--- src/rtl/sdram_pkg.sv ---
`default_nettype none
// ============================================================================
// Module      : sdram_pkg
// Description : SDRAM command encodings, init-sequencer states and constants.
// Revision    : 1.0 - initial release
// ============================================================================
package sdram_pkg;

    // {cs_n, ras_n, cas_n, we_n}
    localparam logic [3:0] c_CMD_DESELECT  = 4'b1111;
    localparam logic [3:0] c_CMD_NOP       = 4'b0111;
    localparam logic [3:0] c_CMD_PRECHARGE = 4'b0010;
    localparam logic [3:0] c_CMD_REFRESH   = 4'b0001;
    localparam logic [3:0] c_CMD_LOAD_MODE = 4'b0000;

    localparam logic [11:0] c_MODE_REG_DEFAULT  = 12'h033;
    localparam logic [11:0] c_ADDR_PRECHARGE_ALL = 12'h400;

    typedef enum logic [3:0] {
        ST_WAIT_LOCK = 4'd0,
        ST_POWERUP   = 4'd1,
        ST_PRECHARGE = 4'd2,
        ST_WAIT_RP   = 4'd3,
        ST_REFRESH   = 4'd4,
        ST_WAIT_RFC  = 4'd5,
        ST_LOAD_MODE = 4'd6,
        ST_WAIT_MRD  = 4'd7,
        ST_DONE      = 4'd8
    } init_state_e;

endpackage
`default_nettype wire

--- src/rtl/sdram_init_seq_if.sv ---
`default_nettype none
// ============================================================================
// Module      : sdram_init_seq_if
// Description : SDRAM command bus driven by the power-up init sequencer.
// Revision    : 1.0 - initial release
// ============================================================================
interface sdram_init_seq_if;
    logic        cke;
    logic        cs_n;
    logic        ras_n;
    logic        cas_n;
    logic        we_n;
    logic [1:0]  ba;
    logic [11:0] addr;
    logic        init_done;

    modport master (
        output cke, cs_n, ras_n, cas_n, we_n, ba, addr, init_done
    );

    modport slave (
        input  cke, cs_n, ras_n, cas_n, we_n, ba, addr, init_done
    );
endinterface
`default_nettype wire

--- src/rtl/sdram_lock_sync.sv ---
`default_nettype none
// ============================================================================
// Module      : sdram_lock_sync
// Description : 2-flop synchronizer plus saturating filter for a PLL lock flag.
// Revision    : 1.0 - initial release
// ============================================================================
module sdram_lock_sync #(
    parameter int LOCK_FILTER = 16
) (
    input  wire logic clk,
    input  wire logic rst_n,
    input  wire logic async_i,
    output logic      sync_o,
    output logic      lock_ok_o
);

    localparam int              c_FW       = $clog2(LOCK_FILTER + 1);
    localparam logic [c_FW-1:0] c_FILT_MAX = c_FW'(LOCK_FILTER);

    logic            meta_q;
    logic            sync_q;
    logic [c_FW-1:0] filt_q;
    logic [c_FW-1:0] filt_d;

    // Any low sample restarts the qualification window.
    always_comb begin
        filt_d = filt_q;
        if (!sync_q) begin
            filt_d = '0;
        end else if (filt_q != c_FILT_MAX) begin
            filt_d = filt_q + 1'b1;
        end
    end

    always_ff @(posedge clk or negedge rst_n) begin
        if (!rst_n) begin
            meta_q <= 1'b0;
            sync_q <= 1'b0;
            filt_q <= '0;
        end else begin
            meta_q <= async_i;
            sync_q <= meta_q;
            filt_q <= filt_d;
        end
    end

    assign sync_o    = sync_q;
    assign lock_ok_o = (filt_q == c_FILT_MAX);

endmodule
`default_nettype wire

--- src/rtl/sdram_init_seq.sv ---
`default_nettype none
// ============================================================================
// Module      : sdram_init_seq
// Description : JEDEC SDR SDRAM power-up sequencer gated by a filtered PLL lock.
// Revision    : 1.0 - initial release
// ============================================================================
module sdram_init_seq
    import sdram_pkg::*;
#(
    parameter int          POWERUP_CYCLES = 20000,
    parameter int          LOCK_FILTER    = 16,
    parameter int          T_RP           = 2,
    parameter int          T_RFC          = 7,
    parameter int          T_MRD          = 2,
    parameter int          NUM_REFRESH    = 2,
    parameter logic [11:0] MODE_REG       = c_MODE_REG_DEFAULT
) (
    input  wire logic          clk,
    input  wire logic          rst_n,
    input  wire logic          pll_locked,
    sdram_init_seq_if.master   cmd_o
);

    localparam int c_WW = $clog2(POWERUP_CYCLES + 1);

    logic        lock_sync;
    logic        lock_ok;

    init_state_e     state_q, state_d;
    logic [c_WW-1:0] wait_q,  wait_d;
    logic [3:0]      ref_q,   ref_d;
    logic [3:0]      cmd_q,   cmd_d;
    logic [11:0]     addr_q,  addr_d;
    logic            cke_q,   cke_d;
    logic            done_q,  done_d;

    sdram_lock_sync #(
        .LOCK_FILTER (LOCK_FILTER)
    ) u_lock_sync (
        .clk       (clk),
        .rst_n     (rst_n),
        .async_i   (pll_locked),
        .sync_o    (lock_sync),
        .lock_ok_o (lock_ok)
    );

    always_comb begin
        state_d = state_q;
        ref_d   = ref_q;
        wait_d  = (wait_q != '0) ? wait_q - 1'b1 : wait_q;

        if (!lock_sync) begin
            state_d = ST_WAIT_LOCK;
        end else begin
            case (state_q)
                ST_WAIT_LOCK: if (lock_ok)        state_d = ST_POWERUP;
                ST_POWERUP:   if (wait_q == '0)   state_d = ST_PRECHARGE;
                ST_PRECHARGE:                     state_d = ST_WAIT_RP;
                ST_WAIT_RP:   if (wait_q == '0)   state_d = ST_REFRESH;
                ST_REFRESH:                       state_d = ST_WAIT_RFC;
                ST_WAIT_RFC: begin
                    if (wait_q == '0) begin
                        state_d = (ref_q < 4'(NUM_REFRESH)) ? ST_REFRESH : ST_LOAD_MODE;
                    end
                end
                ST_LOAD_MODE:                     state_d = ST_WAIT_MRD;
                ST_WAIT_MRD:  if (wait_q == '0)   state_d = ST_DONE;
                ST_DONE:                          state_d = ST_DONE;
                default:                          state_d = ST_WAIT_LOCK;
            endcase
        end

        // The wait counter is loaded on the cycle a command is issued, so the
        // following wait state exits when it has counted down to zero.
        cmd_d  = c_CMD_NOP;
        addr_d = '0;
        case (state_d)
            ST_WAIT_LOCK: begin
                cmd_d  = c_CMD_DESELECT;
                wait_d = '0;
                ref_d  = '0;
            end
            ST_POWERUP: begin
                if (state_q != ST_POWERUP) wait_d = c_WW'(POWERUP_CYCLES - 1);
            end
            ST_PRECHARGE: begin
                cmd_d  = c_CMD_PRECHARGE;
                addr_d = c_ADDR_PRECHARGE_ALL;
                wait_d = c_WW'(T_RP - 1);
            end
            ST_REFRESH: begin
                cmd_d  = c_CMD_REFRESH;
                wait_d = c_WW'(T_RFC - 1);
                ref_d  = ref_q + 1'b1;
            end
            ST_LOAD_MODE: begin
                cmd_d  = c_CMD_LOAD_MODE;
                addr_d = MODE_REG;
                wait_d = c_WW'(T_MRD - 1);
            end
            default: ;
        endcase

        cke_d  = (state_d != ST_WAIT_LOCK);
        done_d = (state_d == ST_DONE);
    end

    always_ff @(posedge clk or negedge rst_n) begin
        if (!rst_n) begin
            state_q <= ST_WAIT_LOCK;
            wait_q  <= '0;
            ref_q   <= '0;
            cmd_q   <= c_CMD_DESELECT;
            addr_q  <= '0;
            cke_q   <= 1'b0;
            done_q  <= 1'b0;
        end else begin
            state_q <= state_d;
            wait_q  <= wait_d;
            ref_q   <= ref_d;
            cmd_q   <= cmd_d;
            addr_q  <= addr_d;
            cke_q   <= cke_d;
            done_q  <= done_d;
        end
    end

    assign cmd_o.cke       = cke_q;
    assign cmd_o.cs_n      = cmd_q[3];
    assign cmd_o.ras_n     = cmd_q[2];
    assign cmd_o.cas_n     = cmd_q[1];
    assign cmd_o.we_n      = cmd_q[0];
    assign cmd_o.ba        = 2'b00;
    assign cmd_o.addr      = addr_q;
    assign cmd_o.init_done = done_q;

endmodule
`default_nettype wire

--- src/flat_wrapper.sv ---
// flat-port wrapper written by rule: the top's interface ports become plain ports
module sdram_init_seq_flat import sdram_pkg::*;
#(
    parameter int          POWERUP_CYCLES = 20000,
    parameter int          LOCK_FILTER    = 16,
    parameter int          T_RP           = 2,
    parameter int          T_RFC          = 7,
    parameter int          T_MRD          = 2,
    parameter int          NUM_REFRESH    = 2,
    parameter logic [11:0] MODE_REG       = c_MODE_REG_DEFAULT
)
  (clk, rst_n, pll_locked, cmd_o_cke, cmd_o_cs_n, cmd_o_ras_n, cmd_o_cas_n, cmd_o_we_n, cmd_o_ba, cmd_o_addr, cmd_o_init_done);
  sdram_init_seq_if cmd_o_i ();
  input  wire logic clk;
  input  wire logic rst_n;
  input  wire logic pll_locked;
  output wire logic [$bits(cmd_o_i.cke)-1:0] cmd_o_cke;
  output wire logic [$bits(cmd_o_i.cs_n)-1:0] cmd_o_cs_n;
  output wire logic [$bits(cmd_o_i.ras_n)-1:0] cmd_o_ras_n;
  output wire logic [$bits(cmd_o_i.cas_n)-1:0] cmd_o_cas_n;
  output wire logic [$bits(cmd_o_i.we_n)-1:0] cmd_o_we_n;
  output wire logic [$bits(cmd_o_i.ba)-1:0] cmd_o_ba;
  output wire logic [$bits(cmd_o_i.addr)-1:0] cmd_o_addr;
  output wire logic [$bits(cmd_o_i.init_done)-1:0] cmd_o_init_done;
  assign cmd_o_cke = cmd_o_i.cke;
  assign cmd_o_cs_n = cmd_o_i.cs_n;
  assign cmd_o_ras_n = cmd_o_i.ras_n;
  assign cmd_o_cas_n = cmd_o_i.cas_n;
  assign cmd_o_we_n = cmd_o_i.we_n;
  assign cmd_o_ba = cmd_o_i.ba;
  assign cmd_o_addr = cmd_o_i.addr;
  assign cmd_o_init_done = cmd_o_i.init_done;
  sdram_init_seq #(.POWERUP_CYCLES(POWERUP_CYCLES), .LOCK_FILTER(LOCK_FILTER), .T_RP(T_RP), .T_RFC(T_RFC), .T_MRD(T_MRD), .NUM_REFRESH(NUM_REFRESH), .MODE_REG(MODE_REG)) u_core (.clk(clk), .rst_n(rst_n), .pll_locked(pll_locked), .cmd_o(cmd_o_i));
endmodule
--- config.mk ---
export PLATFORM = sky130hd
export DESIGN_NAME = sdram_init_seq_flat
export DESIGN_NICKNAME = d
export VERILOG_FILES = /design/src/rtl/sdram_pkg.sv /design/src/rtl/sdram_init_seq_if.sv /design/src/rtl/sdram_lock_sync.sv /design/src/rtl/sdram_init_seq.sv /design/src/flat_wrapper.sv
export SDC_FILE = /design/constraint.sdc
export NUM_CORES = 1
export LEC_CHECK = 0
export ABC_AREA = 1
export CAP_MARGIN = 40
export CORE_UTILIZATION = 36
export DETAILED_ROUTE_END_ITERATION = 16
export GPL_TIMING_DRIVEN = 0
export HOLD_SLACK_MARGIN = 0.03
export SYNTH_ARGS = -nofsm -noshare
export SYNTH_HDL_FRONTEND = slang
export SYNTH_SLANG_ARGS = --single-unit
--- constraint.sdc ---
create_clock -name clk -period 4.4 [get_ports clk]
set_clock_uncertainty 0.05 [all_clocks]
set_input_delay 1.32 -clock clk [delete_from_list [all_inputs] [get_ports clk]]
set_output_delay 1.32 -clock clk [all_outputs]
set_load 0.05 [all_outputs]
Yosys cells after proc, flatten, opt, wreduce, memory -nomap -nowiden:

Cells that the tools add are included.

* output and inout bits: 20
* word-level logic and storage cells: 54
* bits in registers: 47
* input port bits: 3

* reductions and logical operators: 7
* eq/ne operators: 17
* add/sub/neg operators: 3
* magnitude comparators: 1
* muxes and demuxes: 16

Operators with widths (count)
* 15-bit one-hot mux with 4 select lines: 1
* 4-bit one-hot mux with 9 select lines: 1
* 15-bit 2-to-1 mux: 2
* 4-bit by 3-bit == test with 1-bit output, second input constant: 6
* 4-bit 2-to-1 mux: 6
* 11-bit one-hot mux with 2 select lines: 1
* 4-bit one-hot mux with 4 select lines: 1
* 15-bit logical NOT: 1
* 15-bit nonzero test: 1
* 15-bit by 1-bit subtractor with 15-bit output, second input constant: 1
* 4-bit by 2-bit == test with 1-bit output, second input constant: 3
* 5-bit 2-to-1 mux: 2
* 4-bit by 1-bit == test with 1-bit output, second input constant: 2
* 4-bit == test, second input constant: 2
* 4-bit logical NOT: 2
* 4-bit one-hot mux with 2 select lines: 1
* 5-bit by 1-bit adder with 5-bit output, second input constant: 1
* 5-bit == test, second input constant: 1
* 5-bit inequality test, second input constant: 1
* 4-bit by 1-bit adder with 4-bit output, second input constant: 1
* 4-bit by 2-bit < comparator with 1-bit output, second input constant: 1
* 4-bit by 1-bit inequality test with 1-bit output, second input constant: 1
* 4-bit nonzero test: 1
* 2-bit 2-to-1 mux: 1
* 3 further kinds: 3

Depth between registers and ports, before layout:

Gate-level depths: netlist (run 1).

* word-level depth: 8
* depth in mapped cells: 13
* mapped depth without buffers: 12

By module:

A second synthesis (run 1) with hierarchy kept.

* cells, all modules: 317
* area total of the unflattened synthesis: 2477.4 um^2

By module, submodules not included
* sdram_init_seq: instances 1, seq. area each 780.7 um^2, cells an instance 279, area an instance 2149.6 um^2
* sdram_lock_sync: instances 1, seq. area each 175.2 um^2, cells an instance 38, area an instance 327.8 um^2

Least setup slack after synthesis (run 1):

OpenSTA, ideal clock, no wires.

* path kind: register to output
* from: reg u_core.cmd_o.addr[5] (netlist name)
* to: out cmd_o_addr[1]
* path slack: 2.107 ns
* buffers on the path: 1
* cell stages (with the launch flop): 2
* arrival time: 0.923 ns
* cell sequence: dfrtp_1 > buf_4

RTL lines
* end: declaration: RTL line flat_wrapper.sv:23 `output wire logic [$bits(cmd_o_i.addr)-1:0] cmd_o_addr;`

Final worst setup path (run 1):

* from: reg u_core.cmd_q[3]
* to: out cmd_o_cs_n

RTL lines
* start: declaration: RTL line sdram_init_seq.sv:32 `logic [3:0] cmd_q, cmd_d;`
* start signal: assignment: RTL line sdram_init_seq.sv:113 `cmd_q <= c_CMD_DESELECT;`
* start signal: assignment: RTL line sdram_init_seq.sv:121 `cmd_q <= cmd_d;`
* end: declaration: RTL line flat_wrapper.sv:18 `output wire logic [$bits(cmd_o_i.cs_n)-1:0] cmd_o_cs_n;`

No word-level cell between the ends.

==> results.py, run 1 <==
metrics = {
    "clocking": {
        "post_cts_buffers": 0,
        "cts.repair.resized": 0,
        "clock_latency_ps": 300,
        "cts_buffers": 5,
        "cts_htree_levels": 2,
        "clockBufferDepth": 2,
        "cts_root_buf": "clkbuf_8",
        "cts.clk_slew.worst_paths_ps": 80,
        "clock-sinks": 38,
        "hold_buffers": 0,
        "tritoncts": "yes",
    },
    "global_route": {
        "antenna_found_initial": 0,
        "grt_pass1_vias": 1720,
        "grt_overflow_total": 0,
        "grtUsageTotal_pct": 14.4,
        "grt_pass1_wl_um": 8050,
        "grt_max_degree": 31,
    },
    "run_status": {
        "run_status": "finished, final reports clean",
    },
    "die": {
        "die_x_um": 82.9,
        "chipHeight_um": 82.9,
        "initial_core_util_pct": 37.3,
        "rows": 29,
        "dieArea_um2": 6870,
        "core-area_um2": 6310,
        "io-pin-count": 23,
    },
    "detailed_routing": {
        "drtIter0Drc": 99,
        "wire_per_inst_um": 11.9,
        "vias_per_cell": 4.74,
        "postRouteWirelength_um": 4560,
        "num_vias": 1817,
        "drt_first_pass_iters": 4,
        "drtAntennaViolNets": 0,
        "drcViolationCount": 0,
    },
    "setup_path": {
        "path_max_fanout": 1,
        "crit_chain": "clkdlybuf4s50_1",
        "crit_family": "buffers and inverters",
        "worstSetupEndpointType": "primary output",
        "setup.worst_path.class": "flop to primary output",
        "path_buf_inv": 1,
        "cp-start-kind": "flop",
        "crit_path_max_incr_delay_ps": 790,
        "arrival_ps": 1610,
        "crit_required_ps": 3030,
        "slowest_stage": "clkdlybuf4s50_1",
    },
    "timing": {
        "setup_slack_ps": 1420,
        "min_period_ps": 2980,
        "finalHoldViolCount": 0,
        "slew_viol_final": 0,
        "tns_ps": 0,
        "fin_crit_sh_pct": 67.7,
        "setup_violations": 0,
        "grt_setup_unrepaired": "no",
        "fmax_mhz": 336,
    },
    "placed_design": {
        "dp.cells": 375,
        "gp_congestion": 0.868,
        "dp_hpwl_um": 3480,
        "post-place-ws_ps": 1740,
        "io_buffer_count": 13,
    },
    "power_and_ir_drop": {
        "p_sw_uw": 165,
        "switching_share_pct": 25.1,
        "clkPwrFrac_pct": 39.0,
        "p_seq_share_pct": 54.3,
        "p_int_uw": 490,
        "vdd_ir_drop_max_mv": 0.117,
        "powerDensity_nw_per_um2": 241,
        "combPwrFrac_pct": 6.7,
        "p_leak_nw": 1.44,
    },
    "yosys": {
        "synth_top_cell_by_area": "dfrtp_1",
        "syn_area_um2": 2350,
        "synth-warning-count": 0,
        "yosys.cell_types.count": 32,
        "synth_top_cells_by_area": "dfrtp_1, nand2_1, inv_1",
        "synth_top_area_share_pct": 36.1,
        "synth.avg_cell_area_um2": 8.53,
        "seq_area_frac_synth_pct": 40.6,
        "yosys_register_bits": 38,
        "synthCells": 276,
    },
    "final_layout": {
        "most-common-layout-cells": "nand2_1, dfrtp_1, inv_1, nor2_1, nand3_1",
        "multi_input_area_um2": 1180,
        "drive_gt1_share_pct": 22.9,
        "fillers": 652,
        "finalNonFillerCells": 383,
        "final_common_cell": "nand2_1",
        "register_area_um2": 956,
        "final_nets": 312,
        "post-route-util_pct": 43.1,
        "diodes": 0,
        "area_delta_synth_final_pct": 15.6,
    },
    "flow_run": {
        "drv_cap": 0,
    },
    "hold_path": {
        "hp-class": "flop to flop",
    },
}
-- final timing paths --
check | from | endpoint | slack (ps) | depth (start not counted)
min in group asynchronous | rst_n | u_core.wait_q[8]$_DFF_PN0_ | 830 | 1
hold reg to reg | u_core.u_lock_sync.meta_q$_DFF_PN0_ | u_core.u_lock_sync.sync_o$_DFF_PN0_ | 300 | 0
max in group asynchronous | rst_n | u_core.cmd_q[0]$_DFF_PN1_ | 2960 | 2
hold / removal | u_core.u_lock_sync.meta_q$_DFF_PN0_ | u_core.u_lock_sync.sync_o$_DFF_PN0_ | 300 | 0
setup reg to reg | u_core.wait_q[0]$_DFF_PN0_ | u_core.wait_q[13]$_DFF_PN0_ | 2280 | 11
setup / recovery | u_core.cmd_q[3]$_DFF_PN1_ | cmd_o_cs_n | 1420 | 1
-- metrics by stage --
step / area [µm²] / hold slack [ps] / power, mW
4_1_cts: 2720 / 304 / 0.661
5_1_grt: 2720 / 324 / 0.682
6_report: 2720 / 303 / 0.655
2_1_floorplan: 2380 / 281 / 0.393
3_3_place_gp: 2610 / 287 / 0.405
3_5_place_dp: 2630 / 285 / 0.407
-- registers in the layout, indices dropped and copies added, names as in the netlist --
register / count
u_core.cmd_o.addr: 2
u_core.cmd_o.cke: 1
u_core.cmd_o.init_done: 1
u_core.cmd_q: 4
u_core.ref_q: 4
u_core.state_q: 4
u_core.u_lock_sync.filt_q: 5
u_core.u_lock_sync.meta_q: 1
u_core.u_lock_sync.sync_o: 1
u_core.wait_q: 15
-- per-layer routing --
metal	GRT usage (%)	up-vias	share of wire, %	wire length [µm]
met5	0	-	0	0
li1	-	927	-	-
met3	2.68	6	2.8	129
met4	5.17	0	1.7	79
met2	22.6	28	46	2110
met1	19.8	856	49	2230
-- layout make-up --
type	count	share of cell area, %
buffer	15	4.41
clock inverter	2	0.460
multi-input combinational	197	43.4
timing repair buffer	14	5.33
inverter	34	4.69
tap	77	3.54
sequential	38	35.1
clock buffer	6	3.03
-- cell usage after synthesis (all sizes together) --
cell    count
buf        15
a31oi       3
dfrtp      34
nand3      33
nor2       40
dfstp       4
xor2        7
o31ai       1
o21bai      2
a21oi      11
ha          4
conb        1
xnor2       6
nor3        1
nand4       6
inv        34
o21ai      15
nand2      58
or2         1
-- kinds of logic (layout without fill, tap and decap cells) --
group                      after synthesis  count (layout)  share of synthesized area [%]
other                                    1               9                          0.159
and+or+nand+nor                        139             139                           33.2
adders and majority gates                4               4                           2.13
DFF                                     38              38                           40.6
AOI/OAI and AO/OA                       32              32                           8.56
xor gates and xnor gates                13              13                           4.84
buffers and inverters                   49              71                           10.5
-- power groups by stage --
stage | combinational [mW] | sequential (mW) | clock [mW]
4_1_cts | 0.0445 | 0.355 | 0.261
2_1_floorplan | 0.0318 | 0.362 | 0
6_report | 0.0439 | 0.355 | 0.256
3_5_place_dp | 0.0445 | 0.362 | 0
3_3_place_gp | 0.0423 | 0.362 | 0
5_1_grt | 0.0483 | 0.356 | 0.278
Note: power is estimated with default switching activity, not from simulation.
==> inputs of run 2 (changes only) <==
Clock period 4.4 ns to 3.05 ns, I/O delays scaled along.
==> results of run 2 <==
The final DEF is identical to that of run 1. Status: finished, final reports clean.
Main changes from that run: setup slack after placement 1740 ps -> 798 ps; setup slack after layout 1420 ps -> 477 ps; register-to-register setup slack 2280 ps -> 930 ps; total power 0.655 mW -> 0.945 mW; worst IR drop on VDD 0.117 mV -> 0.168 mV
==> inputs of run 3 (changes only) <==
Clock period 3.05 ns to 2.62 ns, I/O delays scaled along.
==> results of run 3 <==
The final DEF is identical to that of run 1. Status: finished, final reports clean.
Main changes from that run: setup slack after placement 1740 ps -> 497 ps; setup slack after layout 1420 ps -> 176 ps; hold slack 303 ps -> 296 ps; register-to-register setup slack 2280 ps -> 500 ps; total power 0.655 mW -> 1.10 mW; worst IR drop on VDD 0.117 mV -> 0.196 mV
